`config.mk`:
```
export PLATFORM = sky130hd
export DESIGN_NAME = px_scan_decoder
export DESIGN_NICKNAME = d
export VERILOG_FILES = /design/src/rtl/px_pkg.sv /design/src/rtl/px_scan_decoder_sync2.sv /design/src/rtl/px_scan_decoder.sv
export SDC_FILE = /design/constraint.sdc
export NUM_CORES = 1
export LEC_CHECK = 0
export ABC_AREA = 1
export ABC_CLOCK_PERIOD_IN_PS = 15400
export CORE_MARGIN = 2
export CORE_UTILIZATION = 65
export CTS_BUF_LIST = sky130_fd_sc_hd__clkbuf_4
export DETAILED_ROUTE_END_ITERATION = 16
export GPL_TIMING_DRIVEN = 1
export MAX_ROUTING_LAYER = met4
export PLACE_DENSITY = 0.8
export SETUP_SLACK_MARGIN = 0.1
export SLEW_MARGIN = 5
export SYNTH_ARGS = -nofsm -noshare
export SYNTH_HDL_FRONTEND = slang
export SYNTH_SLANG_ARGS = --single-unit
```
`constraint.sdc`:
```
create_clock -name clk -period 15.4 [get_ports clk]
set_input_delay 3.08 -clock clk [delete_from_list [all_inputs] [get_ports clk]]
set_output_delay 3.08 -clock clk [all_outputs]
set_load 0.02 [all_outputs]
```
`src/rtl/px_pkg.sv`:
```
// Shared types and helpers for the seven-segment scan-bus decoder.
package px_pkg;

   localparam int NUM_DIGITS = 8;
   localparam int DIGIT_W = 3;
   localparam logic [7:0] SEG_BLANK = 8'hFF;

   typedef enum logic {HUNT, TRACK} state_t;

   typedef struct packed {
      logic valid;
      logic multi;
      logic [DIGIT_W-1:0] idx;
   } sel_t;

   // Classify an active-low anode vector: exactly one zero is a valid select.
   function automatic sel_t onehot0_index(input logic [NUM_DIGITS-1:0] an);
      sel_t r;
      int zeros;
      r = '0;
      zeros = 0;
      for (int k = 0; k < NUM_DIGITS; k++) begin
         if (!an[k]) begin
            zeros++;
            r.idx = DIGIT_W'(k);
         end
      end
      r.valid = (zeros == 1);
      r.multi = (zeros > 1);
      return r;
   endfunction

endpackage

```
`src/rtl/px_scan_decoder_sync2.sv`:
```
// Two-flop synchronizer with a configurable reset value.
module px_sync2 #(
   parameter int WIDTH = 16,
   parameter logic [WIDTH-1:0] RST_VAL = '1
) (
   input  logic             clk,
   input  logic             reset,
   input  logic [WIDTH-1:0] d,
   output logic [WIDTH-1:0] q
);

   logic [WIDTH-1:0] s1;

   always_ff @(posedge clk or posedge reset) begin
      if (reset) begin
         s1 <= RST_VAL;
         q  <= RST_VAL;
      end else begin
         s1 <= d;
         q  <= s1;
      end
   end

endmodule

```
`src/rtl/px_scan_decoder.sv`:
```
// Rebuilds the 8 digit patterns from a multiplexed seven-segment scan bus
// into a double-buffered bank and flags scan-protocol errors.
module px_scan_decoder
   import px_pkg::*;
#(
   parameter int SETTLE  = 4,
   parameter int TIMEOUT = 1048576
) (
   input  logic         clk,
   input  logic         reset,
   input  logic [7:0]   a_in,
   input  logic [7:0]   seg_in,
   input  logic         clr_err,
   input  logic [2:0]   rd_sel,
   output logic [7:0]   rd_seg,
   output logic [2:0]   cur_digit,
   output logic         frame_done,
   output logic         seq_err,
   output logic         sel_err,
   output logic         stall
);

   localparam logic [7:0]  SET_LAST = 8'(SETTLE - 1);
   localparam logic [23:0] T_LAST   = 24'(TIMEOUT - 1);

   logic [15:0] s2;
   logic [15:0] cmp;
   logic [7:0]  cnt;
   logic [7:0]  cnt_nx;
   logic        strobe;
   sel_t        sel;
   state_t      state;
   logic [2:0]  expd;
   logic [2:0]  prev;
   logic [7:0]  seg;
   logic [23:0] tcnt;
   logic        cap;
   logic        seq_set;
   logic        sel_set;
   logic [7:0]  shadow [NUM_DIGITS];
   logic [7:0]  bank   [NUM_DIGITS];

   px_sync2 #(.WIDTH(16), .RST_VAL(16'hFFFF)) u_sync (
      .clk   (clk),
      .reset (reset),
      .d     ({a_in, seg_in}),
      .q     (s2)
   );

   assign seg    = s2[7:0];
   assign sel    = onehot0_index(s2[15:8]);
   assign prev   = expd - 3'd1;
   assign rd_seg = bank[rd_sel];

   always_comb begin
      if (s2 != cmp)
         cnt_nx = '0;
      else if (cnt == 8'hFF)
         cnt_nx = cnt;
      else
         cnt_nx = cnt + 8'd1;
   end

   assign strobe = (cnt_nx == SET_LAST);

   always_comb begin
      cap     = 1'b0;
      seq_set = 1'b0;
      sel_set = strobe && sel.multi;
      if (strobe && sel.valid) begin
         unique case (state)
            HUNT: cap = (sel.idx == 3'd0);
            TRACK: begin
               seq_set = (sel.idx != expd) && (sel.idx != prev);
               cap = !seq_set || (sel.idx == 3'd0);
            end
            default: cap = 1'b0;
         endcase
      end
   end

   // cmp resets to the complement of the sync value so a pair stable
   // from reset still counts as one fresh dwell.
   always_ff @(posedge clk or posedge reset) begin
      if (reset) begin
         cmp  <= '0;
         cnt  <= '0;
         tcnt <= '0;
      end else begin
         cmp <= s2;
         cnt <= cnt_nx;
         if (cap)
            tcnt <= '0;
         else if (tcnt != T_LAST)
            tcnt <= tcnt + 24'd1;
      end
   end

   always_ff @(posedge clk or posedge reset) begin
      if (reset) begin
         seq_err <= 1'b0;
         sel_err <= 1'b0;
         stall   <= 1'b0;
      end else begin
         seq_err <= seq_set | (seq_err & ~clr_err);
         sel_err <= sel_set | (sel_err & ~clr_err);
         stall   <= ((tcnt == T_LAST) && !cap) | (stall & ~clr_err);
      end
   end

   always_ff @(posedge clk or posedge reset) begin
      if (reset) begin
         state      <= HUNT;
         expd       <= '0;
         cur_digit  <= '0;
         frame_done <= 1'b0;
         for (int j = 0; j < NUM_DIGITS; j++) begin
            shadow[j] <= SEG_BLANK;
            bank[j]   <= SEG_BLANK;
         end
      end else begin
         frame_done <= 1'b0;
         if (strobe && sel.valid) begin
            unique case (state)
               HUNT: begin
                  if (sel.idx == 3'd0) begin
                     shadow[0] <= seg;
                     cur_digit <= '0;
                     expd      <= 3'd1;
                     state     <= TRACK;
                  end
               end
               TRACK: begin
                  if (sel.idx == expd) begin
                     shadow[sel.idx] <= seg;
                     cur_digit       <= sel.idx;
                     expd            <= sel.idx + 3'd1;
                     if (sel.idx == 3'd7) begin
                        for (int j = 0; j < NUM_DIGITS - 1; j++)
                           bank[j] <= shadow[j];
                        bank[7]    <= seg;
                        frame_done <= 1'b1;
                     end
                  end else if (sel.idx == prev) begin
                     shadow[sel.idx] <= seg;
                  end else if (sel.idx == 3'd0) begin
                     shadow[0] <= seg;
                     cur_digit <= '0;
                     expd      <= 3'd1;
                  end else begin
                     state <= HUNT;
                  end
               end
               default: state <= HUNT;
            endcase
         end
      end
   end

endmodule
```
==> results.py, run 1 <==
metrics = {
    "synthesis": {
        "synthesis.nets": 1229,
        "syn_area_per_cell_um2": 8.40,
        "synth_top_area_cell": "dfstp_2",
        "synthFlopType": "dfstp_2",
        "synth_edf_count": 0,
        "ys_seq_elements": 211,
        "ys_top_cells_by_area": "dfstp_2 40%, nand2_1 16%, dfrtp_1 15%",
        "ys_warn_count": 0,
        "synth_top_area_share_pct": 39.9,
        "synth.distinct_cells": 40,
        "syn-cell-area_um2": 10000,
        "yosysSeqAreaShare_pct": 54.6,
        "ys_async_sr_fraction_pct": 100,
        "syn_inst": 1193,
    },
    "placement": {
        "gp_congestion": 0.874,
        "dp_hpwl_um": 13900,
        "place_ws_ns": 6.24,
        "numPortBuffers": 36,
        "dp_cells": 1376,
    },
    "sta": {
        "worst_pin_slew_ns": 1.07,
        "min_period_ns": 9.21,
        "finalSetupViolations": 0,
        "slew_viol_final": 0,
        "finalCritPeriodShare_pct": 59.8,
        "setup_ws_ns": 6.19,
        "relSlewSlack_pct": 28.9,
        "fmax_mhz": 109,
        "tns_ns": 0,
        "skew_ns": 0.0252,
        "rsz0062_at_grt": "no",
        "finalHoldViolCount": 0,
    },
    "clocking": {
        "cts.reportedPaths.clkPinSlew_ns": 0.07,
        "clockBufferDepth": 3,
        "insertion_delay_ns": 0.65,
        "cts_buffers": 52,
        "cts_setup_buffers": 0,
        "postCtsHoldBufs": 0,
        "cts.sinks": 211,
        "cts_resized": 0,
        "root_buffer": "clkbuf_4",
        "htree_levels": 2,
        "cts_tree": "yes",
    },
    "floorplan": {
        "die_area_um2": 16400,
        "dieWidth_um": 128,
        "core_um2": 15100,
        "dieHeight_um": 128,
        "fp-row-count": 45,
        "io_pins": 37,
        "initial_utilization_pct": 66.2,
    },
    "grt": {
        "grt_pass1_wl_um": 35400,
        "gr-total-overflow": 0,
        "grt_pass1_vias": 7407,
        "grt_max_degree": 121,
        "track_usage_pct": 27.9,
        "antenna_found_initial": 1,
    },
    "pwr": {
        "p_int_mw": 0.820,
        "clock_power_share_pct": 40.5,
        "vdd_drop_max_v": 0.0000903,
        "p_per_area_nw_per_um2": 98.2,
        "p_leak_nw": 5.27,
        "swShare_pct": 24.5,
        "switching_power_mw": 0.266,
        "power.share.sequential_pct": 52.8,
        "pwr-share-comb_pct": 6.7,
    },
    "detailed_routing": {
        "vias": 7974,
        "ant_nets": 0,
        "avgRoutedWirePerCell_um": 14.4,
        "firstDrtPassIters": 5,
        "post_drt_via_cell_ratio": 5.44,
        "drc": 0,
        "drt-total-wl_um": 21200,
        "first_iter_violations": 599,
    },
    "critical_path": {
        "cp_max_fo": 33,
        "endpoint_kind": "primary output",
        "crit_type": "input port to primary output",
        "crit_arrival_ns": 6.13,
        "crit_required_ns": 12.32,
        "worstSetupStartpointType": "input port",
    },
    "hold_path": {
        "hold_path_class": "flip-flop to flip-flop",
    },
    "status": {
        "status": "finished, final reports clean",
    },
    "flow_run": {
        "maxCapViolations": 0,
    },
    "finish": {
        "area_growth_syn_to_layout_pct": 10.4,
        "fin_nets": 1278,
        "layout-drive-gt1-share_pct": 21.6,
        "layout.cells.non_filler": 1465,
    },
}
cells in the mapped netlist, drive strengths merged (4+ instances only):
cell,n
nor2,102
xor2,16
clkbuf,25
mux2i,6
o22ai,8
nand3,62
dfstp,152
or2,12
o21ai,99
nor4,4
a31oi,8
inv,108
dfrtp,59
nand2,417
buf,18
nor3,10
o211ai,7
nand4,41
ha,14
a21oi,11
xnor2,5
power groups by stage:
stage	sequential [mW]	clock [mW]	combinational (mW)
final	0.573	0.440	0.0725
after global routing	0.573	0.481	0.0839
after CTS	0.573	0.452	0.0732
after detailed placement	0.581	0	0.0730
after global placement	0.581	0	0.0714
after floorplan	0.578	0	0.0525
logic make-up after synthesis:
| kind of cell | Yosys count | synth area share [%] |
|---|---|---|
| and+or+nand+nor | 649 | 27.2 |
| DFF | 211 | 54.6 |
| adders and majority gates | 14 | 1.75 |
| xor gates and xnor gates | 21 | 1.84 |
| AOI/OAI and AO/OA | 140 | 7.90 |
| buffers and inverters | 152 | 6.16 |
| muxes | 6 | 0.599 |
worst paths after layout:
kind	slack, ns	depth (start not counted)	endpoint	from
max reg2reg	8.75	29	bank[48]	u_sync.q[9]
min reg2reg	0.35	0	u_sync.q[4]	u_sync.s1[4]
min in group asynchronous	3.00	2	cur_digit[0]	reset
max in group asynchronous	10.83	3	frame_done	reset
min	0.35	0	u_sync.q[4]	u_sync.s1[4]
max	6.19	7	rd_seg[6]	rd_sel[0]
sequential cells by signal, summed over array words and instances, names as in the netlist:
signal / flops
stall: 1
sel_err: 1
u_sync.q: 16
u_sync.s1: 16
seq_err: 1
cnt: 8
shadow: 56
state: 1
tcnt: 24
bank: 64
frame_done: 1
cmp: 16
cur_digit: 3
expd: 3
per-layer routing:
| layer | up-vias | share of wire (%) | track usage (%) |
|---|---|---|---|
| met2 | 206 | 47 | 41.9 |
| met1 | 3763 | 46 | 38.2 |
| met4 | 0 | 2.5 | 10.7 |
| met3 | 37 | 4.5 | 5.09 |
| li1 | 3968 | - | - |
| met5 | - | 0 | - |
final cells by class:
class	count	area (µm²)
flip-flops and latches	211	5470
fillers	1211	4090
multi-input cells	830	3930
clock buffers	78	586
inverters	109	417
repair buffers	38	375
well taps	188	235
clock inverters	10	38.8
diodes	1	2.50
through the flow:
stage                     hold slack (ns)  power [mW]  cell area, µm²  utilization, %
final                               0.353        1.09           11100            73.0
after global routing                0.357        1.14           11100            73.0
after CTS                           0.352        1.10           11100            73.0
after detailed placement            0.347       0.654           10400            68.9
after global placement              0.345       0.652           10400            68.9
after floorplan                     0.345       0.631           10000               -
layout by cell type, fill, tap and decap left out, types with 2 or more instances in the layout:
cell	instances
nor4_1	4
inv_2	11
nand4_1	41
a31oi_1	8
nand3_1	56
nand2_1	416
xnor2_1	5
o21ai_1	10
buf_4	2
nand3_2	5
or2_1	3
mux2i_1	6
ha_1	14
dfstp_2	152
clkinv_1	8
xor2_1	16
a31o_2	2
clkdlybuf4s50_1	36
dfrtp_1	59
o22ai_1	8
o31ai_1	2
o21ai_2	8
nor2_2	4
clkbuf_4	78
o211ai_1	7
a21oi_1	10
or2_2	9
nor2_1	98
nor3_1	10
o21ai_0	81
inv_1	98
critical path, cell delays in order:
cell and delay (ns):
clkdlybuf4s50_1 0.94, inv_1 0.87, o21ai_0 0.18, o22ai_1 0.16, nor2_1 0.06, a31oi_1 0.19
clkdlybuf4s50_1 0.63
Power figures use the tool's default switching activity.
==> run 2: changes to the inputs <==
--- a/config.mk
+++ b/config.mk
@@ -6,14 +6,14 @@
 export NUM_CORES = 1
 export LEC_CHECK = 0
 export ABC_AREA = 1
-export ABC_CLOCK_PERIOD_IN_PS = 15400
+export ABC_CLOCK_PERIOD_IN_PS = 7490
 export CORE_MARGIN = 2
-export CORE_UTILIZATION = 65
+export CORE_UTILIZATION = 57
 export CTS_BUF_LIST = sky130_fd_sc_hd__clkbuf_4
 export DETAILED_ROUTE_END_ITERATION = 16
 export GPL_TIMING_DRIVEN = 1
 export MAX_ROUTING_LAYER = met4
-export PLACE_DENSITY = 0.8
+export PLACE_DENSITY = 0.74
 export SETUP_SLACK_MARGIN = 0.1
 export SLEW_MARGIN = 5
 export SYNTH_ARGS = -nofsm -noshare
==> constraint.sdc (replaced) <==
create_clock -name clk -period 7.49 [get_ports clk]
set_input_delay 1.498 -clock clk [delete_from_list [all_inputs] [get_ports clk]]
set_output_delay 1.498 -clock clk [all_outputs]
set_load 0.02 [all_outputs]
==> results.py, run 2 (synthesized netlist as in run 1, its figures left out) <==
metrics = {
    "detailed_routing": {
        "post_drt_via_cell_ratio": 5.28,
        "avgRoutedWirePerCell_um": 14.6,
        "vias": 8034,
        "drc": 0,
        "ant_nets": 0,
        "drt-total-wl_um": 22200,
        "first_iter_violations": 536,
        "firstDrtPassIters": 5,
    },
    "finish": {
        "largest_register_ffs": 64,
        "final_cell_mix": "416 x nand2_1, 152 x dfstp_2, 98 x nor2_1, 98 x inv_1, 81 x o21ai_0",
        "fill_cells": 1491,
        "layout-drive-gt1-share_pct": 21.5,
        "fin_nets": 1285,
        "top_register": "bank",
        "area_growth_syn_to_layout_pct": 11.6,
        "final_common_cell": "nand2_1",
        "layout.cells.non_filler": 1521,
        "top_regs": "bank (64), shadow (56), tcnt (24)",
    },
    "critical_path": {
        "cp_slowest_cell": "dfstp_2",
        "slowest_delay_ns": 0.57,
        "cp_max_fo": 73,
        "worstSetupStartpointType": "flip-flop",
        "path_common_cell": "nand2_1",
        "crit_arrival_ns": 6.57,
        "crit_family": "simple AND/OR/NAND/NOR gates",
        "crit_required_ns": 8.09,
        "path_buf_inv": 7,
        "crit_type": "flip-flop to flip-flop",
        "endpoint_kind": "flip-flop",
    },
    "clocking": {
        "cts_resized": 0,
        "cts_buffers": 54,
        "cts.reportedPaths.clkPinSlew_ns": 0.07,
        "insertion_delay_ns": 0.68,
        "htree_levels": 2,
        "postCtsHoldBufs": 0,
        "cts_tree": "yes",
        "root_buffer": "clkbuf_4",
        "cts.sinks": 211,
        "cts_setup_buffers": 0,
        "clockBufferDepth": 3,
    },
    "grt": {
        "gr-total-overflow": 0,
        "grt_pass1_vias": 7783,
        "grt_max_degree": 136,
        "use_met2_pct": 39.9,
        "grt_pass1_wl_um": 37500,
        "track_usage_pct": 26.0,
        "grt-busiest-layer": "met2",
        "met1_usage_pct": 34.9,
        "antenna_found_initial": 1,
        "use_met3_pct": 4.67,
    },
    "sta": {
        "tns_ns": 0,
        "min_period_ns": 5.98,
        "finalHoldViolCount": 0,
        "fin_hold_ws_ns": 0.347,
        "relSlewSlack_pct": 36.5,
        "setup_ws_ns": 1.51,
        "rsz0062_at_grt": "no",
        "skew_ns": 0.0334,
        "fmax_mhz": 167,
        "finalCritPeriodShare_pct": 79.8,
        "slew_viol_final": 0,
        "finalSetupViolations": 0,
        "worst_pin_slew_ns": 0.953,
    },
    "status": {
        "status": "finished, final reports clean",
    },
    "floorplan": {
        "initial_utilization_pct": 58.1,
        "io_pins": 37,
        "dieWidth_um": 137,
        "core_um2": 17200,
        "die_area_um2": 18700,
        "dieHeight_um": 137,
        "fp-row-count": 48,
    },
    "pwr": {
        "p_leak_nw": 5.31,
        "vdd_drop_max_v": 0.000131,
        "p_per_area_nw_per_um2": 203,
    },
    "placement": {
        "numPortBuffers": 36,
        "dp_cells": 1418,
        "dp_hpwl_um": 14400,
        "place_ws_ns": 1.59,
        "gp_congestion": 0.864,
    },
    "hold_path": {
        "hold_path_class": "flip-flop to flip-flop",
    },
    "flow_run": {
        "maxCapViolations": 0,
    },
}
## run 2: changes by cell type in the layout (fill, tap and decap cells not counted)
cell,before,now
clkbuf_4,78,75
clkinv_1,8,25
buf_4,2,7
inv_2,11,10
clkinvlp_4,0,1
## run 2: power by group
group / switching (mW) / internal (mW) / total (mW)
combinational: 0.104 / 0.0520 / 0.156
clock: 0.470 / 0.466 / 0.936
sequential: 0.0147 / 1.16 / 1.18
## run 2: worst reg2reg max path, delay by kind of cell, from the launching register on
kind	cells	cell delay (ns)
buf+inv	7	1.56
simple gates	19	2.30
fa+ha+maj	5	1.47
flops	1	0.57
## run 2: worst paths after layout
check / start / to / slack [ns] / depth (start not counted)
max in group asynchronous: reset / frame_done / 4.51 / 3
worst min register to register: u_sync.s1[14] / u_sync.q[14] / 0.35 / 0
worst min-delay path: u_sync.s1[14] / u_sync.q[14] / 0.35 / 0
worst max register to register: u_sync.q[9] / bank[54] / 1.51 / 31
worst max-delay path: u_sync.q[9] / bank[54] / 1.51 / 31
min in group asynchronous: reset / cmp[8] / 1.43 / 2
## run 2: stage by stage
| stage | power, mW | instance area, µm² | util [%] |
|---|---|---|---|
| 2_1_floorplan | 1.30 | 10000 | - |
| 3_3_place_gp | 1.35 | 10500 | 61.0 |
| 3_5_place_dp | 1.35 | 10500 | 61.0 |
| 4_1_cts | 2.30 | 11200 | 64.9 |
| 5_1_grt | 2.38 | 11200 | 64.9 |
| 6_report | 2.27 | 11200 | 64.9 |
## run 2: cell type report
| class | count | area (µm²) | share of cell area (%) |
|---|---|---|---|
| clock inverters | 27 | 106 | 0.951 |
| clock buffers | 75 | 563 | 5.03 |
| diodes | 1 | 2.50 | 0.0224 |
| inverters | 109 | 417 | 3.72 |
| repair buffers | 43 | 413 | 3.69 |
| multi-input cells | 830 | 3930 | 35.2 |
| flip-flops and latches | 211 | 5470 | 48.9 |
| well taps | 225 | 282 | 2.52 |
## run 2: metal layers
metal | share of wire [%] | vias up
met3 | 5.3 | 61
li1 | - | 3986
met4 | 3.2 | 0
met2 | 46 | 219
met5 | 0 | -
met1 | 46 | 3768
